### config.mk
export PLATFORM = sky130hd
export DESIGN_NAME = dsp_mac_seq_flat
export DESIGN_NICKNAME = d
export VERILOG_FILES = /design/src/rtl/dsp_mac_pkg.sv /design/src/rtl/dsp_mac_seq_if.sv /design/src/rtl/dsp_mac_seq_drain.sv /design/src/rtl/dsp_mac_seq.sv /design/src/flat_wrapper.sv
export SDC_FILE = /design/constraint.sdc
export NUM_CORES = 1
export LEC_CHECK = 0
export BUFFER_PORTS_ARGS = -buffer_cell sky130_fd_sc_hd__buf_2
export CORE_UTILIZATION = 45
export CTS_CLUSTER_SIZE = 10
export DETAILED_ROUTE_END_ITERATION = 12
export HOLD_SLACK_MARGIN = 0.08
export MAX_ROUTING_LAYER = met4
export PLACE_DENSITY = 0.78
export REMOVE_ABC_BUFFERS = 1
export SYNTH_ARGS = -nofsm -noshare
export SYNTH_HDL_FRONTEND = slang
export SYNTH_HIERARCHICAL = 1
export SYNTH_SLANG_ARGS = --single-unit
### constraint.sdc
create_clock -name clk -period 5 [get_ports clk]
set_input_delay 0.25 -clock clk [delete_from_list [all_inputs] [get_ports clk]]
set_output_delay 0.25 -clock clk [all_outputs]
set_load 0.1 [all_outputs]
### src/rtl/dsp_mac_pkg.sv
// Shared types and constants for the dsp_mac_seq job sequencer and its
// interface: FSM state encoding, operand/result widths and DSP-port bundle.
package dsp_mac_pkg;

  localparam int RES_W = 27;
  localparam int OP_W  = 8;

  typedef enum logic [1:0] {
    ST_IDLE  = 2'd0,
    ST_FEED  = 2'd1,
    ST_DRAIN = 2'd2,
    ST_HOLD  = 2'd3
  } mac_state_e;

  typedef struct packed {
    logic [OP_W-1:0] ax;
    logic [OP_W-1:0] bx;
    logic [OP_W-1:0] ay;
    logic [OP_W-1:0] by;
    logic            accumulate;
  } dsp_ops_t;

  localparam dsp_ops_t DSP_ZERO = '{
    ax:         8'd0,
    bx:         8'd0,
    ay:         8'd0,
    by:         8'd0,
    accumulate: 1'b0
  };

  // A zero-latency datapath still needs a one-bit counter to exist.
  function automatic int drain_cnt_w(input int mac_lat);
    if (mac_lat < 1) begin
      return 1;
    end else begin
      return $clog2(mac_lat + 1);
    end
  endfunction

endpackage

### src/rtl/dsp_mac_seq_if.sv
// Command, operand-beat and result handshakes between a job producer
// (master) and the dsp_mac_seq sequencer (slave).
interface dsp_mac_seq_if
  import dsp_mac_pkg::*;
#(
  parameter int LEN_W = 8
);

  logic             cmd_valid;
  logic             cmd_ready;
  logic [LEN_W-1:0] cmd_len;

  logic             in_valid;
  logic             in_ready;
  logic [OP_W-1:0]  in_a1;
  logic [OP_W-1:0]  in_b1;
  logic [OP_W-1:0]  in_a2;
  logic [OP_W-1:0]  in_b2;

  logic             res_valid;
  logic             res_ready;
  logic [RES_W-1:0] res_data;

  modport master (
    output cmd_valid, cmd_len,
    output in_valid, in_a1, in_b1, in_a2, in_b2,
    output res_ready,
    input  cmd_ready, in_ready, res_valid, res_data
  );

  modport slave (
    input  cmd_valid, cmd_len,
    input  in_valid, in_a1, in_b1, in_a2, in_b2,
    input  res_ready,
    output cmd_ready, in_ready, res_valid, res_data
  );

endinterface

### src/rtl/dsp_mac_seq_drain.sv
// Down-counter that times the external MAC pipeline after the last beat;
// done is high once MAC_LAT decrements have elapsed since load.
module dsp_mac_seq_drain
  import dsp_mac_pkg::*;
#(
  parameter int MAC_LAT = 3
) (
  input  logic clk,
  input  logic reset,
  input  logic load,
  input  logic en,
  output logic done
);

  localparam int               CNT_W    = drain_cnt_w(MAC_LAT);
  localparam logic [CNT_W-1:0] CNT_INIT = CNT_W'(MAC_LAT);
  localparam logic [CNT_W-1:0] CNT_ZERO = {CNT_W{1'b0}};
  localparam logic [CNT_W-1:0] CNT_ONE  = CNT_W'(1);

  logic [CNT_W-1:0] cnt_q;
  logic [CNT_W-1:0] cnt_d;

  // next count: load wins over decrement, saturate at zero
  always_comb begin
    cnt_d = cnt_q;
    if (load) begin
      cnt_d = CNT_INIT;
    end else if (en && (cnt_q != CNT_ZERO)) begin
      cnt_d = cnt_q - CNT_ONE;
    end else begin
      cnt_d = cnt_q;
    end
  end

  // count register
  always_ff @(posedge clk) begin
    if (reset) begin
      cnt_q <= CNT_ZERO;
    end else begin
      cnt_q <= cnt_d;
    end
  end

  assign done = (cnt_q == CNT_ZERO);

endmodule

### src/rtl/dsp_mac_seq.sv
// Dot-product job sequencer: accepts a length-N job, streams N operand beats
// into an external pipelined MAC, waits out its latency and returns the sum.
module dsp_mac_seq
  import dsp_mac_pkg::*;
#(
  parameter int MAC_LAT = 3,
  parameter int LEN_W   = 8
) (
  input  logic             clk,
  input  logic             reset,
  dsp_mac_seq_if.slave     bus,
  output logic [OP_W-1:0]  dsp_ax,
  output logic [OP_W-1:0]  dsp_bx,
  output logic [OP_W-1:0]  dsp_ay,
  output logic [OP_W-1:0]  dsp_by,
  output logic             dsp_accumulate,
  input  logic [RES_W-1:0] dsp_resulta
);

  localparam logic [LEN_W-1:0] LEN_ZERO = {LEN_W{1'b0}};
  localparam logic [LEN_W-1:0] LEN_ONE  = LEN_W'(1);
  localparam logic [RES_W-1:0] RES_ZERO = {RES_W{1'b0}};

  mac_state_e       state_q,     state_d;
  logic [LEN_W-1:0] beat_cnt_q,  beat_cnt_d;
  logic             started_q,   started_d;
  logic             cmd_ready_q, cmd_ready_d;
  logic             in_ready_q,  in_ready_d;
  logic             res_valid_q, res_valid_d;
  logic [RES_W-1:0] res_data_q,  res_data_d;
  dsp_ops_t         ops_q,       ops_d;

  logic beat_fire;
  logic drain_load;
  logic drain_en;
  logic drain_done;

  assign beat_fire = bus.in_valid & in_ready_q;

  dsp_mac_seq_drain #(
    .MAC_LAT (MAC_LAT)
  ) u_drain (
    .clk   (clk),
    .reset (reset),
    .load  (drain_load),
    .en    (drain_en),
    .done  (drain_done)
  );

  // next-state, job bookkeeping and next DSP operand word
  always_comb begin
    state_d     = state_q;
    beat_cnt_d  = beat_cnt_q;
    started_d   = started_q;
    res_valid_d = res_valid_q;
    res_data_d  = res_data_q;
    ops_d       = DSP_ZERO;
    drain_load  = 1'b0;
    drain_en    = 1'b0;

    case (state_q)
      ST_IDLE: begin
        started_d = 1'b0;
        if (bus.cmd_valid && cmd_ready_q) begin
          beat_cnt_d = bus.cmd_len;
          if (bus.cmd_len == LEN_ZERO) begin
            state_d     = ST_HOLD;
            res_valid_d = 1'b1;
            res_data_d  = RES_ZERO;
          end else begin
            state_d = ST_FEED;
          end
        end else begin
          state_d = ST_IDLE;
        end
      end

      ST_FEED: begin
        // bubbles after the first beat add zero; before it they load zero
        ops_d.accumulate = started_q;
        if (beat_fire) begin
          ops_d.ax   = bus.in_a1;
          ops_d.bx   = bus.in_b1;
          ops_d.ay   = bus.in_a2;
          ops_d.by   = bus.in_b2;
          started_d  = 1'b1;
          beat_cnt_d = beat_cnt_q - LEN_ONE;
          if (beat_cnt_q == LEN_ONE) begin
            state_d    = ST_DRAIN;
            drain_load = 1'b1;
          end else begin
            state_d = ST_FEED;
          end
        end else begin
          state_d = ST_FEED;
        end
      end

      ST_DRAIN: begin
        ops_d.accumulate = 1'b1;
        if (drain_done) begin
          res_data_d  = dsp_resulta;
          res_valid_d = 1'b1;
          state_d     = ST_HOLD;
        end else begin
          drain_en = 1'b1;
          state_d  = ST_DRAIN;
        end
      end

      ST_HOLD: begin
        if (bus.res_ready) begin
          res_valid_d = 1'b0;
          state_d     = ST_IDLE;
        end else begin
          state_d = ST_HOLD;
        end
      end

      default: begin
        state_d     = ST_IDLE;
        res_valid_d = 1'b0;
        started_d   = 1'b0;
      end
    endcase

    cmd_ready_d = (state_d == ST_IDLE);
    in_ready_d  = (state_d == ST_FEED);
  end

  // state and registered outputs; reset discards any job in flight
  always_ff @(posedge clk) begin
    if (reset) begin
      state_q     <= ST_IDLE;
      beat_cnt_q  <= LEN_ZERO;
      started_q   <= 1'b0;
      cmd_ready_q <= 1'b0;
      in_ready_q  <= 1'b0;
      res_valid_q <= 1'b0;
      res_data_q  <= RES_ZERO;
      ops_q       <= DSP_ZERO;
    end else begin
      state_q     <= state_d;
      beat_cnt_q  <= beat_cnt_d;
      started_q   <= started_d;
      cmd_ready_q <= cmd_ready_d;
      in_ready_q  <= in_ready_d;
      res_valid_q <= res_valid_d;
      res_data_q  <= res_data_d;
      ops_q       <= ops_d;
    end
  end

  assign bus.cmd_ready  = cmd_ready_q;
  assign bus.in_ready   = in_ready_q;
  assign bus.res_valid  = res_valid_q;
  assign bus.res_data   = res_data_q;
  assign dsp_ax         = ops_q.ax;
  assign dsp_bx         = ops_q.bx;
  assign dsp_ay         = ops_q.ay;
  assign dsp_by         = ops_q.by;
  assign dsp_accumulate = ops_q.accumulate;

endmodule

### src/flat_wrapper.sv
// flat-port wrapper written by rule: the top's interface ports become plain ports
module dsp_mac_seq_flat import dsp_mac_pkg::*;
#(
  parameter int MAC_LAT = 3,
  parameter int LEN_W   = 8
)
  (clk, reset, dsp_ax, dsp_bx, dsp_ay, dsp_by, dsp_accumulate, dsp_resulta, bus_cmd_valid, bus_cmd_len, bus_in_valid, bus_in_a1, bus_in_b1, bus_in_a2, bus_in_b2, bus_res_ready, bus_cmd_ready, bus_in_ready, bus_res_valid, bus_res_data);
  dsp_mac_seq_if #(.LEN_W(LEN_W)) bus_i ();
  input  logic clk;
  input  logic reset;
  output logic [OP_W-1:0] dsp_ax;
  output logic [OP_W-1:0] dsp_bx;
  output logic [OP_W-1:0] dsp_ay;
  output logic [OP_W-1:0] dsp_by;
  output logic dsp_accumulate;
  input  logic [RES_W-1:0] dsp_resulta;
  input wire logic [$bits(bus_i.cmd_valid)-1:0] bus_cmd_valid;
  input wire logic [$bits(bus_i.cmd_len)-1:0] bus_cmd_len;
  input wire logic [$bits(bus_i.in_valid)-1:0] bus_in_valid;
  input wire logic [$bits(bus_i.in_a1)-1:0] bus_in_a1;
  input wire logic [$bits(bus_i.in_b1)-1:0] bus_in_b1;
  input wire logic [$bits(bus_i.in_a2)-1:0] bus_in_a2;
  input wire logic [$bits(bus_i.in_b2)-1:0] bus_in_b2;
  input wire logic [$bits(bus_i.res_ready)-1:0] bus_res_ready;
  output wire logic [$bits(bus_i.cmd_ready)-1:0] bus_cmd_ready;
  output wire logic [$bits(bus_i.in_ready)-1:0] bus_in_ready;
  output wire logic [$bits(bus_i.res_valid)-1:0] bus_res_valid;
  output wire logic [$bits(bus_i.res_data)-1:0] bus_res_data;
  assign bus_i.cmd_valid = bus_cmd_valid;
  assign bus_i.cmd_len = bus_cmd_len;
  assign bus_i.in_valid = bus_in_valid;
  assign bus_i.in_a1 = bus_in_a1;
  assign bus_i.in_b1 = bus_in_b1;
  assign bus_i.in_a2 = bus_in_a2;
  assign bus_i.in_b2 = bus_in_b2;
  assign bus_i.res_ready = bus_res_ready;
  assign bus_cmd_ready = bus_i.cmd_ready;
  assign bus_in_ready = bus_i.in_ready;
  assign bus_res_valid = bus_i.res_valid;
  assign bus_res_data = bus_i.res_data;
  dsp_mac_seq #(.MAC_LAT(MAC_LAT), .LEN_W(LEN_W)) u_core (.clk(clk), .reset(reset), .bus(bus_i), .dsp_ax(dsp_ax), .dsp_bx(dsp_bx), .dsp_ay(dsp_ay), .dsp_by(dsp_by), .dsp_accumulate(dsp_accumulate), .dsp_resulta(dsp_resulta));
endmodule
Yosys cells after proc, flatten, opt, wreduce, memory -nomap -nowiden
Index checks and enable logic that the tools add are counted.
{"block": "totals", "reg_bits": 76, "input_bits": 72, "output_inout_bits": 63}
{"block": "classes", "add_sub_neg": 2, "eq_ne": 10, "muxes": 29, "bitwise": 3, "reduce_logical": 16}
{"operator": "27-bit 2-to-1 mux", "n": 3}
{"operator": "27-bit case mux with 2 select lines", "n": 1}
{"operator": "8-bit 2-to-1 mux", "n": 2}
{"operator": "8-bit case mux with 2 select lines", "n": 1}
{"operator": "2-bit 2-to-1 mux", "n": 7}
{"operator": "1-bit 2-to-1 mux", "n": 11}
{"operator": "8-bit by 1-bit equality test with 1-bit output, second input constant", "n": 1}
{"operator": "8-bit logical NOT", "n": 1}
{"operator": "2-bit by 1-bit inequality test with 1-bit output, second input constant", "n": 4}
{"operator": "2-bit case mux with 4 select lines", "n": 1}
{"operator": "2-bit nonzero test", "n": 4}
{"operator": "8-bit by 1-bit subtractor with 8-bit output, second input constant", "n": 1}
{"operator": "2-bit logical NOT", "n": 3}
{"operator": "5-bit AND reduction", "n": 1}
{"operator": "2-bit by 1-bit equality test with 1-bit output, second input constant", "n": 2}
{"operator": "2-bit equality test, second input constant", "n": 2}
{"operator": "1-bit case mux with 2 select lines", "n": 2}
{"operator": "4-bit AND reduction", "n": 1}
{"operator": "1-bit case mux with 3 select lines", "n": 1}
{"operator": "3-bit AND reduction", "n": 1}
{"operator": "3-bit nonzero test", "n": 1}
{"operator": "3-bit OR reduction", "n": 1}
{"operator": "1-bit logical AND", "n": 2}
{"operator": "2-bit inequality test, second input constant", "n": 1}
{"operator": "4 further kinds", "n": 5}

Depth between registers and ports, before layout
Gate-level depths: netlist of the first run.
{"block": "depth", "ltp_word": 6, "depth_mapped": 8, "ltp_nobuf": 7}

Cells and area by module
Netlist of the first run, hierarchy kept.
{"module": "dsp_mac_seq", "n_inst": 1, "cells_each": 267, "area_per_inst_um2": 2772.7}
{"module": "dsp_mac_seq_drain", "n_inst": 1, "cells_each": 12, "area_per_inst_um2": 115.1}

Worst setup path before layout of the first run
OpenSTA, ideal clock, no wires.
{"block": "synth_timing", "kind": "reg2reg", "startpoint": "register u_core.cmd_ready_q, in the netlist u_core/bus.cmd_ready", "endpoint": "register u_core.res_data_q[10], in the netlist u_core/bus.res_data[10]", "arrival_ns": 2.413, "slack_ns": 2.469, "stages_incl_launch_ff": 8, "path_buffers": 3, "path_cell_list": "dfxtp_1 > nand2_1 > or4_1 > buf_2 > a32o_1 > buf_6 > buf_6 > a22o_1"}
{"block": "synth_via", "elab_chain_cells": 3}
{"item": "from (decl)", "line": "dsp_mac_seq.sv:27", "rtl": "logic cmd_ready_q, cmd_ready_d;"}
{"item": "from (signal assigned)", "line": "dsp_mac_seq.sv:146", "rtl": "cmd_ready_q <= cmd_ready_d;"}
{"item": "1-bit logical AND", "line": "dsp_mac_seq.sv:64", "rtl": "if (bus.cmd_valid && cmd_ready_q) begin"}
{"item": "2-bit by 1-bit inequality test with 1-bit output (no line)"}
{"item": "4-bit AND reduction (no line)"}
{"item": "to (signal assigned)", "line": "dsp_mac_seq.sv:149", "rtl": "res_data_q <= res_data_d;"}
{"item": "to (decl)", "line": "dsp_mac_seq.sv:30", "rtl": "logic [RES_W-1:0] res_data_q, res_data_d;"}
No other way between the ends.
A chain may end at the register's enable or synchronous reset.

Final worst setup path of the first run
{"block": "layout_timing", "startpoint": "register u_core.cmd_ready_q, in the netlist u_core/bus.cmd_ready", "endpoint": "register u_core.res_data_q[6], in the netlist u_core/bus.res_data[6]"}
The elaborated chain is that of the path after synthesis.

==> qor.txt, run 1 <==
Worst R2R End: u_core/bus.res_data[6]
Synth-to-Final Area Change: 30.8%
CP max FO: 27
WP data arrival: 2830 ps
Vias: 2518
wire per inst: 13.8 um
non-filler instance count after layout: 487
Critical Path RT: 5280 ps
pwr dens: 526 nW/um2
Crit. End Element: flop
CP Class: flop to flop
initial antenna violation count: 0
CTS tree: built
combinational share of power: 0.377
clk buf depth: 2
Clk Latency, worst-skew pair: 330 ps
post_cts resized: 0
Highest Clock Rate: 392 MHz
Setup WS post-layout: 2450 ps
# rows: 28
DRT Wirelength: 6740 um
number of H-tree levels: 3
Root Buffer: clkbuf_8
Synth top area share: 0.527
top post-synthesis cells by area: dfxtp_1 53%, a22o_1 8.2%, and2_1 7.6%, ha_1 3.5%, buf_6 1.9%
max_cap viols: 0
Yosys warnings: 6
first-pass GRT wire length: 10000 um
worst hold stages: 2
Die H: 82.1 um
switching share of total power: 0.413
Tcrit/Tclk final: 0.510
internal power: 1.17 mW
total global routing overflow: 0
CORE AREA: 6060 um2
routability congestion estimate: 0.844
Num CTS Buffers: 9
largest net degree at the start of global routing: 33
overall global routing resource usage: 0.206
clock sinks: 76
Final ANT Viol Nets: 0
Seq/Total Area, Yosys: 0.527
RSZ-0062 raised after global routing: no
worst min path class: input port to flop
max-slew violation count: 0
FF+latch count, synth: 76
Reg2Reg Setup Slack: 2450 ps
cell taking the most area after synthesis: dfxtp_1
DRT Pass-1 Iters: 4
Clk pwr share: 0.262
Post-DP HPWL: 4890 um
worst hold endpoint: u_core/dsp_ax[7]
setup tns final: 0 ps
max_slew headroom: 0.266
Post-Synthesis Cells: 279
Max VDD drop: 0.000298 V
asr flop ratio synth: 0
final setup violation count: 0
Clock transition at path regs: 80 ps
hold_buf cts: 0
final net count: 487
Post-synth EDFFs: 0
DRC Markers: 0
placed cells: 471
number of global-route vias before repair: 2251
switching power total: 0.821 mW
status: finished clean
average size of a mapped cell: 10.4 um2
Die Area: 6740 um2
Setup Skew: 6.60 ps
share of layout cells above drive strength 1: 0.369
ys flop type: dfxtp_1
reg2reg start: u_core/bus.cmd_ready
crit path time final: 2550 ps
Starting DRT DRC Count: 153
starting density of the core: 0.476
Reg2Reg Depth: 4
post-CTS setup buffers: 0
pre-CTS WS: 2200 ps
Leakage: 1.81 nW
boundary pin count: 135
synthesized area: 2890 um2
number of buffers added on ports: 134
ANT cells: 0
Die Wd: 82.1 um
sequential power share: 0.361
via/cell ratio: 5.17
Worst setup SP type: flop
Worst Tran Pin Value: 1100 ps
Netlist cell types: 47
Worst Min Path Start: bus_in_a1[7]
Hold Fails Final Rpt: 0
[layout make-up]
cell class	count	area, um2
clock buffer	11	141
clock inverter	5	83.8
fill	498	2280
inverter	15	56.3
multi-input combinational	170	1200
sequential	76	1520
tap	75	93.8
timing repair buffer	135	678
[worst max-delay path by stage]
stage	to	cells past startpoint	start
final	u_core/bus.res_data[6]	4	u_core/bus.cmd_ready
after global routing	u_core/bus.res_data[25]	4	u_core/bus.cmd_ready
after CTS	u_core/bus.res_data[6]	4	u_core/bus.cmd_ready
after detailed placement	u_core/bus.res_data[25]	5	bus_cmd_len[6]
after global placement	u_core/bus.res_data[1]	5	bus_cmd_len[6]
after floorplan	u_core/bus.res_data[0]	4	u_core/bus.cmd_ready
[worst max-delay path: stages, from the launching register on]
cell	delay [ps]
dfxtp_1	370
nand2_1	260
or4_1	620
a211oi_4	970
a22o_1	260
[through the flow]
stage	util	hold WS [ps]	cell area [um2]	total power, mW
after floorplan	-	319	2780	1.30
after global placement	0.586	449	3550	1.46
after detailed placement	0.586	454	3550	1.47
after CTS	0.623	92.2	3780	1.99
after global routing	0.623	91.9	3780	2.09
final	0.623	109	3780	1.99
[flip-flops by register name (all words and copies together), names as in the netlist]
signal	count
u_core/state_q	2
u_core/beat_cnt_q	8
u_core/dsp_by	8
u_core/bus.cmd_ready	1
u_core/bus.res_data	27
u_core/dsp_bx	8
u_core/bus.in_ready	1
u_core/dsp_accumulate	1
u_core/started_q	1
u_core/dsp_ay	8
u_core/dsp_ax	8
u_core/bus.res_valid	1
u_core/u_drain/cnt_q	2
[power groups by stage]
stage / clock (mW) / combinational, mW / sequential [mW]
final: 0.520 / 0.749 / 0.718
after global routing: 0.562 / 0.800 / 0.727
after CTS: 0.532 / 0.740 / 0.717
after detailed placement: 0 / 0.738 / 0.730
after global placement: 0 / 0.727 / 0.730
after floorplan: 0 / 0.368 / 0.933
[cell usage in the layout, fill, tap and decap left out, types with 2 or more instances in the layout]
cell and n:
nand4_1 3, inv_1 15, clkinvlp_4 2, and2_1 35, o21ai_0 7, a21oi_1 10, or3_1 2, a32oi_1 4
a32o_1 2, nand3_1 3, nor2_1 6, o22ai_1 5, or4_1 4, ha_1 8, nor4_1 3, clkbuf_8 10
nor3b_1 3, a22o_1 27, nand2b_1 3, bufinv_16 2, nor3_1 5, nand2_1 11, a211oi_1 2, buf_2 134
and4bb_1 2, a22oi_1 2, dfxtp_1 76, a31oi_1 4
[logic make-up after synthesis]
logic type	share of synthesized area
AOI/OAI and AO/OA	0.206
adders and majority gates	0.0347
buffers and inverters	0.0563
DFF	0.527
and+or+nand+nor	0.176
[cell usage after synthesis, types with 2 or more instances]
master    count
a211oi_1      2
a21oi_1      10
a22o_1       27
a22oi_1       2
a31oi_1       4
a32o_1        2
a32oi_1       4
and2_1       35
and4bb_1      2
buf_6         5
clkbuf_1     11
dfxtp_1      76
ha_1          8
inv_1        15
nand2_1      11
nand2b_1      3
nand3_1       3
nand4_1       3
nor2_1        6
nor3_1        5
nor3b_1       3
nor4_1        3
o21ai_0       7
o22ai_1       5
or3_1         2
or4_1         4
[layer usage]
layer,GRT usage,vias up,share of wire
li1,-,1262,-
met1,0.253,1152,0.44
met2,0.312,94,0.49
met3,0.0538,10,0.061
met4,0.100,0,0.012
met5,-,-,0
Power figures use the tool's default switching activity.
==> run 2: changes to the inputs <==
==> constraint.sdc (replaced) <==
create_clock -name clk -period 2.4 [get_ports clk]
set_input_delay 0.12 -clock clk [delete_from_list [all_inputs] [get_ports clk]]
set_output_delay 0.12 -clock clk [all_outputs]
set_load 0.1 [all_outputs]
==> run 2 against run 1 <==
  * Setup slack got worse by 2000 ps
  * Highest routed layer unchanged
  * Critical endpoint is now u_core/beat_cnt_q[4]
  * Routed wire length increased by 34%
  * Non-clock buffer count increased by 67
  * Sequential power increased by 110%
==> qor.txt, run 2 (same netlist as run 1, synthesis figures left out) <==
via/cell ratio: 5.24 (+1.4%)
Max VDD drop: 0.000622 V (+110%)
Setup Skew: 12.8 ps (+6.18 ps)
internal power: 2.81 mW (+140%)
Final ANT Viol Nets: 0 (unchanged)
Clk Latency, worst-skew pair: 340 ps (about the same)
Design Power: 4.57 mW (+130%)
post-CTS setup buffers: 0 (unchanged)
Hold Fails Final Rpt: 0 (unchanged)
Synth-to-Final Area Change: 55.6%
first-pass GRT wire length: 13900 um (+39%)
RSZ-0062 raised after global routing: no
wire per inst: 16.3 um (+18%)
Tcrit/Tclk final: 0.806 (+0.296)
Critical Path RT: 2670 ps (-2610 ps)
final net count: 554 (+14%)
reg2reg start: u_core/beat_cnt_q[0]
total global routing overflow: 0 (unchanged)
Worst R2R End: u_core/beat_cnt_q[4]
pwr dens: 1020 nW/um2 (+93%)
Starting DRT DRC Count: 242 (+58%)
Crit-path slowest cell: or3b_2
WP data arrival: 2200 ps (-630 ps)
Die Area: 6740 um2 (unchanged)
starting density of the core: 0.476 (unchanged)
Vias: 2904 (+15%)
initial antenna violation count: 0 (unchanged)
number of H-tree levels: 3 (unchanged)
max reg flops: 27 (unchanged)
DRC Markers: 0 (unchanged)
Crit. End Element: flop
most frequent cells in the layout: 134 x buf_2, 76 x dfxtp_1, 59 x dlygate4sd3_1
clock sinks: 76 (unchanged)
Die H: 82.1 um (unchanged)
Worst path max stage delay: 470 ps (-500 ps)
number of buffers added on ports: 134 (unchanged)
largest net degree at the start of global routing: 33 (unchanged)
worst min path class: input port to flop
Post-DP HPWL: 5070 um (+3.6%)
gr busiest metal: met2
number of global-route vias before repair: 2933 (+30%)
Clock transition at path regs: 80 ps (about the same)
switching share of total power: 0.385 (-0.0276)
commonest non-fill, non-tap cell in the layout: buf_2
Reg2Reg Depth: 6 (+2)
Reg2Reg Setup Slack: 470 ps (-1980 ps)
max-slew violation count: 0 (unchanged)
Root Buffer: clkbuf_8
routability congestion estimate: 0.862 (+2.2%)
CTS tree: built
Num CTS Buffers: 9 (unchanged)
max_slew headroom: 0.664 (+0.398)
final setup violation count: 0 (unchanged)
non-filler instance count after layout: 554 (+14%)
CORE AREA: 6060 um2 (unchanged)
Highest Clock Rate: 517 MHz (+32%)
met1 Use GR: 0.346 (+0.0921)
Worst Min Path Start: bus_res_ready
CP Buf/Inv Count: 1 (+1)
Worst setup SP type: flop
DRT Pass-1 Iters: 4 (unchanged)
switching power total: 1.76 mW (+110%)
Critical Path, Cell by Cell: inv_1 > ha_1 > or3b_2 > a2111oi_0 > o21ai_0 > a21oi_1
GR Util met3: 0.0560 (+0.00220)
sequential power share: 0.329 (-0.032)
status: finished clean
Largest delay share family, worst path: compound AO/OA/AOI/OAI gates
Clk pwr share: 0.280 (+0.018)
GR Layer Usage met2: 0.463 (+0.150)
Leakage: 2.13 nW (+17%)
Worst Tran Pin Value: 508 ps (-590 ps)
ANT cells: 0 (unchanged)
CP Class: flop to flop
placed cells: 479 (+1.7%)
share of layout cells above drive strength 1: 0.332 (-0.0370)
CP max FO: 5 (-81%)
worst hold stages: 3 (+1)
overall global routing resource usage: 0.284 (+0.0779)
crit path time final: 1930 ps (-616 ps)
# rows: 28 (unchanged)
Die Wd: 82.1 um (unchanged)
DRT Wirelength: 9010 um (+34%)
boundary pin count: 135 (unchanged)
clk buf depth: 2 (unchanged)
fillers: 393 (-21%)
combinational share of power: 0.391 (+0.014)
max_cap viols: 0 (unchanged)
worst hold endpoint: u_core/bus.res_valid
## run 2: changes by cell type in the layout (fill, tap and decap cells not counted)
cell | previous run | this run
clkbuf_1 | 1 | 2
buf_12 | 0 | 2
buf_4 | 1 | 7
clkinvlp_4 | 2 | 0
bufinv_16 | 2 | 4
dlygate4sd3_1 | 0 | 59
inv_6 | 1 | 0
## run 2: worst min-delay path: cells and delay by family
family,cells,cell delay [ps]
buf+inv,1,130
compound gates,1,130
simple gates,1,60
## run 2: final cells by class
cell class,instances,area (um2),share of cell area
well taps,75,93.8,0.0209
repair buffers,202,1350,0.301
flip-flops and latches,76,1520,0.339
clock inverters,4,120,0.0267
inverters,15,56.3,0.0125
clock buffers,12,145,0.0323
multi-input cells,170,1200,0.268
## run 2: through the flow
step	utilization	hold slack [ps]	setup slack, ps	setup TNS, ps	instance area (um2)
final	0.742	142	466	0	4490
after global routing	0.742	156	341	0	4490
after CTS	0.742	129	499	0	4490
after detailed placement	0.600	321	242	0	3640
after global placement	0.600	319	291	0	3640
after floorplan	-	189	-537	-14530	2780
## run 2: how the worst max path moves through the flow
stage | start | end | slack (ps) | cells past startpoint
6_report | u_core/beat_cnt_q[0] | u_core/beat_cnt_q[4] | 470 | 6
5_1_grt | u_core/state_q[0] | u_core/beat_cnt_q[1] | 340 | 7
4_1_cts | u_core/beat_cnt_q[0] | u_core/beat_cnt_q[4] | 500 | 6
3_5_place_dp | bus_cmd_len[6] | u_core/bus.res_data[13] | 240 | 7
3_3_place_gp | bus_cmd_len[6] | u_core/bus.res_data[25] | 290 | 7
2_1_floorplan | u_core/bus.cmd_ready | u_core/bus.res_data[0] | -540 | 4
## run 2: layer usage
layer  share of wire  wire length, um
met5               0                0
met4           0.026              232
met3           0.062              559
met2            0.50             4490
met1            0.41             3730
## run 2: power by group through the flow
stage	Sequential [mW]	Combinational, mW	Clock [mW]
global placement	1.52	1.64	0
finish	1.50	1.79	1.28
global route	1.52	1.91	1.35
detailed placement	1.53	1.65	0
floorplan	1.94	0.768	0
CTS	1.50	1.75	1.28
## run 2: repair_timing
action,4_1_cts,5_1_grt
hold buffers,59,0
gates resized for setup,0,0
endpoints found under the hold margin,59,0
==> run 3: changes to the inputs <==
--- a/config.mk
+++ b/config.mk
@@ -5,13 +5,14 @@
 export SDC_FILE = /design/constraint.sdc
 export NUM_CORES = 1
 export LEC_CHECK = 0
+export ABC_AREA = 1
 export BUFFER_PORTS_ARGS = -buffer_cell sky130_fd_sc_hd__buf_2
-export CORE_UTILIZATION = 45
+export CORE_UTILIZATION = 42
 export CTS_CLUSTER_SIZE = 10
 export DETAILED_ROUTE_END_ITERATION = 12
 export HOLD_SLACK_MARGIN = 0.08
 export MAX_ROUTING_LAYER = met4
-export PLACE_DENSITY = 0.78
+export PLACE_DENSITY = 0.75
 export REMOVE_ABC_BUFFERS = 1
 export SYNTH_ARGS = -nofsm -noshare
 export SYNTH_HDL_FRONTEND = slang
==> constraint.sdc (replaced) <==
create_clock -name clk -period 1.7 [get_ports clk]
set_input_delay 0.085 -clock clk [delete_from_list [all_inputs] [get_ports clk]]
set_output_delay 0.085 -clock clk [all_outputs]
set_load 0.1 [all_outputs]
==> run 3 against run 2 <==
  * First-iteration DRC count fell by 48%
  * Routed wire length fell by 0.31%
  * Synthesized area rose by 4.2%
  * Via count rose by 12%
  * Setup slack got worse by 360 ps
  * Sequential cell count did not move
  * Clock power rose by 9%
  * Global-route usage fell by 3.6 points
  * Count of clock-buffer cells in the layout fell by 1
  * Largest power group is now registers
  * Highest routed layer unchanged
==> qor.txt, run 3 <==
overall global routing resource usage: 0.247 (-0.0361)
Critical Path RT: 1970 ps (-700 ps)
number of buffers added on ports: 134 (unchanged)
RSZ-0062 raised after global routing: yes
commonest non-fill, non-tap cell in the layout: buf_2
DRC Markers: 0 (unchanged)
Clk Latency, worst-skew pair: 350 ps (about the same)
Clock transition at path regs: 80 ps (about the same)
CP Class: flop to flop
Setup Skew: 10.2 ps (-2.62 ps)
Largest delay share family, worst path: buffers and inverters
DRT Pass-1 Iters: 4 (unchanged)
CP max FO: 16 (+11)
Vias: 3245 (+12%)
DRT Wirelength: 8980 um (-0.31%)
Tcrit/Tclk final: 0.940 (+0.134)
Reg2Reg Setup Slack: 100 ps (-360 ps)
final core utilization: 0.672 (-0.0694)
share of layout cells above drive strength 1: 0.289 (-0.0426)
# rows: 30 (+7.1%)
boundary pin count: 135 (unchanged)
average size of a mapped cell: 7.74 um2 (-25%)
final setup violation count: 0 (unchanged)
Die Area: 7510 um2 (+11%)
largest net degree at the start of global routing: 36 (+9.1%)
Hold Fails Final Rpt: 0 (unchanged)
via/cell ratio: 4.72 (-9.9%)
asr flop ratio synth: 0 (unchanged)
Leakage: 2.34 nW (+9.9%)
routability congestion estimate: 0.876 (+1.6%)
ANT cells: 0 (unchanged)
clock sinks: 76 (unchanged)
Root Buffer: clkbuf_8
CTS tree: built
non-filler instance count after layout: 687 (+24%)
Synth top area share: 0.506 (-0.0212)
Worst path max stage delay: 360 ps (-110 ps)
worst min path class: input port to flop
FF+latch count, synth: 76 (unchanged)
wire per inst: 13.1 um (-20%)
max_cap viols: 0 (unchanged)
most frequent cells in the layout: 134 x buf_2, 75 x dfxtp_1, 63 x nand2_1
Setup WS post-layout: 102 ps (-364 ps)
Post-DP HPWL: 5430 um (+7.1%)
Post-synth EDFFs: 0 (unchanged)
Synth-to-Final Area Change: 53.4%
cell taking the most area after synthesis: dfxtp_1
starting density of the core: 0.438 (-0.0384)
Highest Clock Rate: 626 MHz (+21%)
Crit-path slowest cell: dfxtp_1
placed cells: 610 (+27%)
max_slew headroom: 0.660 (-0.00401)
Seq/Total Area, Yosys: 0.506 (-0.0212)
Max VDD drop: 0.000609 V (-2.1%)
initial antenna violation count: 0 (unchanged)
Die H: 86.6 um (+5.5%)
Num CTS Buffers: 9 (unchanged)
Yosys warnings: 6 (unchanged)
max reg flops: 27 (unchanged)
ys flop type: dfxtp_1
synthesized area: 3010 um2 (+4.2%)
pwr dens: 799 nW/um2 (-21%)
Final ANT Viol Nets: 0 (unchanged)
Starting DRT DRC Count: 127 (-48%)
max-slew violation count: 0 (unchanged)
total global routing overflow: 0 (unchanged)
number of H-tree levels: 3 (unchanged)
crit path time final: 1600 ps (-336 ps)
Worst Tran Pin Value: 514 ps (+6.06 ps)
WP data arrival: 1870 ps (-330 ps)
top post-synthesis cells by area: dfxtp_1 51%, nand2_1 7.9%, a21oi_1 7.3%, inv_1 7.2%, nor2_1 6.6%
pre-CTS WS: 116 ps (-126 ps)
final net count: 666 (+20%)
status: finished clean
CORE AREA: 6870 um2 (+13%)
synth cell count leaders: 76 x dfxtp_1, 63 x nand2_1, 58 x inv_1
Die Wd: 86.6 um (+5.5%)
Post-Synthesis Cells: 389 (+39%)
Netlist cell types: 23 (-51%)
first-pass GRT wire length: 13900 um (+0.15%)
clk buf depth: 2 (unchanged)
Crit. End Element: flop
CP Buf/Inv Count: 3 (+2)
number of global-route vias before repair: 3197 (+9.0%)
most common cell in the synthesized netlist: dfxtp_1
Critical Path, Cell by Cell: inv_1 > ha_1 > nand2_1 > o21ai_2 > inv_2 > buf_4 > nand4_1 > a21oi_1
Worst setup SP type: flop
## run 3: changes by cell type after synthesis, moves of 8 or more
cell / previous run / this run
nand2_1: 11 / 63
nor2_1: 6 / 53
inv_1: 15 / 58
and2_1: 35 / 0
a21oi_1: 10 / 44
a22o_1: 27 / 0
nand4_1: 3 / 28
nand3_1: 3 / 13
buf_2: 1 / 9
## run 3: metrics by stage
stage               setup TNS, ps  power [mW]  hold WS [ps]  area (um2)
CTS                             0        3.69           105        4600
global placement                0        2.21           295        3800
finish                          0        3.69           124        4620
global route                -11.3        3.85           161        4620
floorplan                  -27820        2.05           154        2890
detailed placement              0        2.22           304        3800
## run 3: cells by family after synthesis
group,count (synthesis),synth area share
DFF,76,0.506
adders and majority gates,8,0.0333
and+or+nand+nor,164,0.240
AOI/OAI and AO/OA,59,0.102
buffers and inverters,80,0.114
xor gates and xnor gates,2,0.00582
## run 3: final timing paths
path                   startpoint                       to  depth (start not counted)
min                bus_cmd_len[6]     u_core/beat_cnt_q[6]                          5
max reg2reg     u_core/state_q[0]  u_core/bus.res_data[11]                          8
min reg2reg  u_core/bus.res_valid     u_core/bus.res_valid                          2
max             u_core/state_q[0]  u_core/bus.res_data[11]                          8
## run 3: cell type report
type                            instances  area, um2
Tap cell                               96        120
Fill cell                             544       2250
Inverter                               60        225
Clock buffer                           11        141
Multi-Input combinational cell        233       1150
Timing Repair Buffer                  206       1400
Clock inverter                          5       58.8
Sequential cell                        76       1520
## run 3: power by group
part | total [mW] | leakage, nW | switching (mW) | internal, mW
registers | 1.82 | 0.614 | 0.0194 | 1.80
logic | 0.481 | 1.62 | 0.247 | 0.234
clock network | 1.39 | 0.0959 | 0.665 | 0.721
## run 3: per-layer routing
metal / vias up / global-route usage / part of all wire
met1: 1472 / 0.283 / 0.44
li1: 1625 / - / -
met3: 14 / 0.0638 / 0.062
met5: - / - / 0
met4: 0 / 0.0970 / 0.016
met2: 134 / 0.415 / 0.49
## run 3: timing repair
item | 4_1_cts | 5_1_grt
setup buffers | 0 | 1
setup endpoints to repair | 0 | 4
resized for setup | 0 | 3
hold buffers | 60 | 0
endpoints found under the hold margin | 60 | 0
## run 3: worst min-delay path: stages
cell     delay, ps
buf_2          100
nor2_1          80
nor2_1          50
nand2_1         50
a21oi_1         50
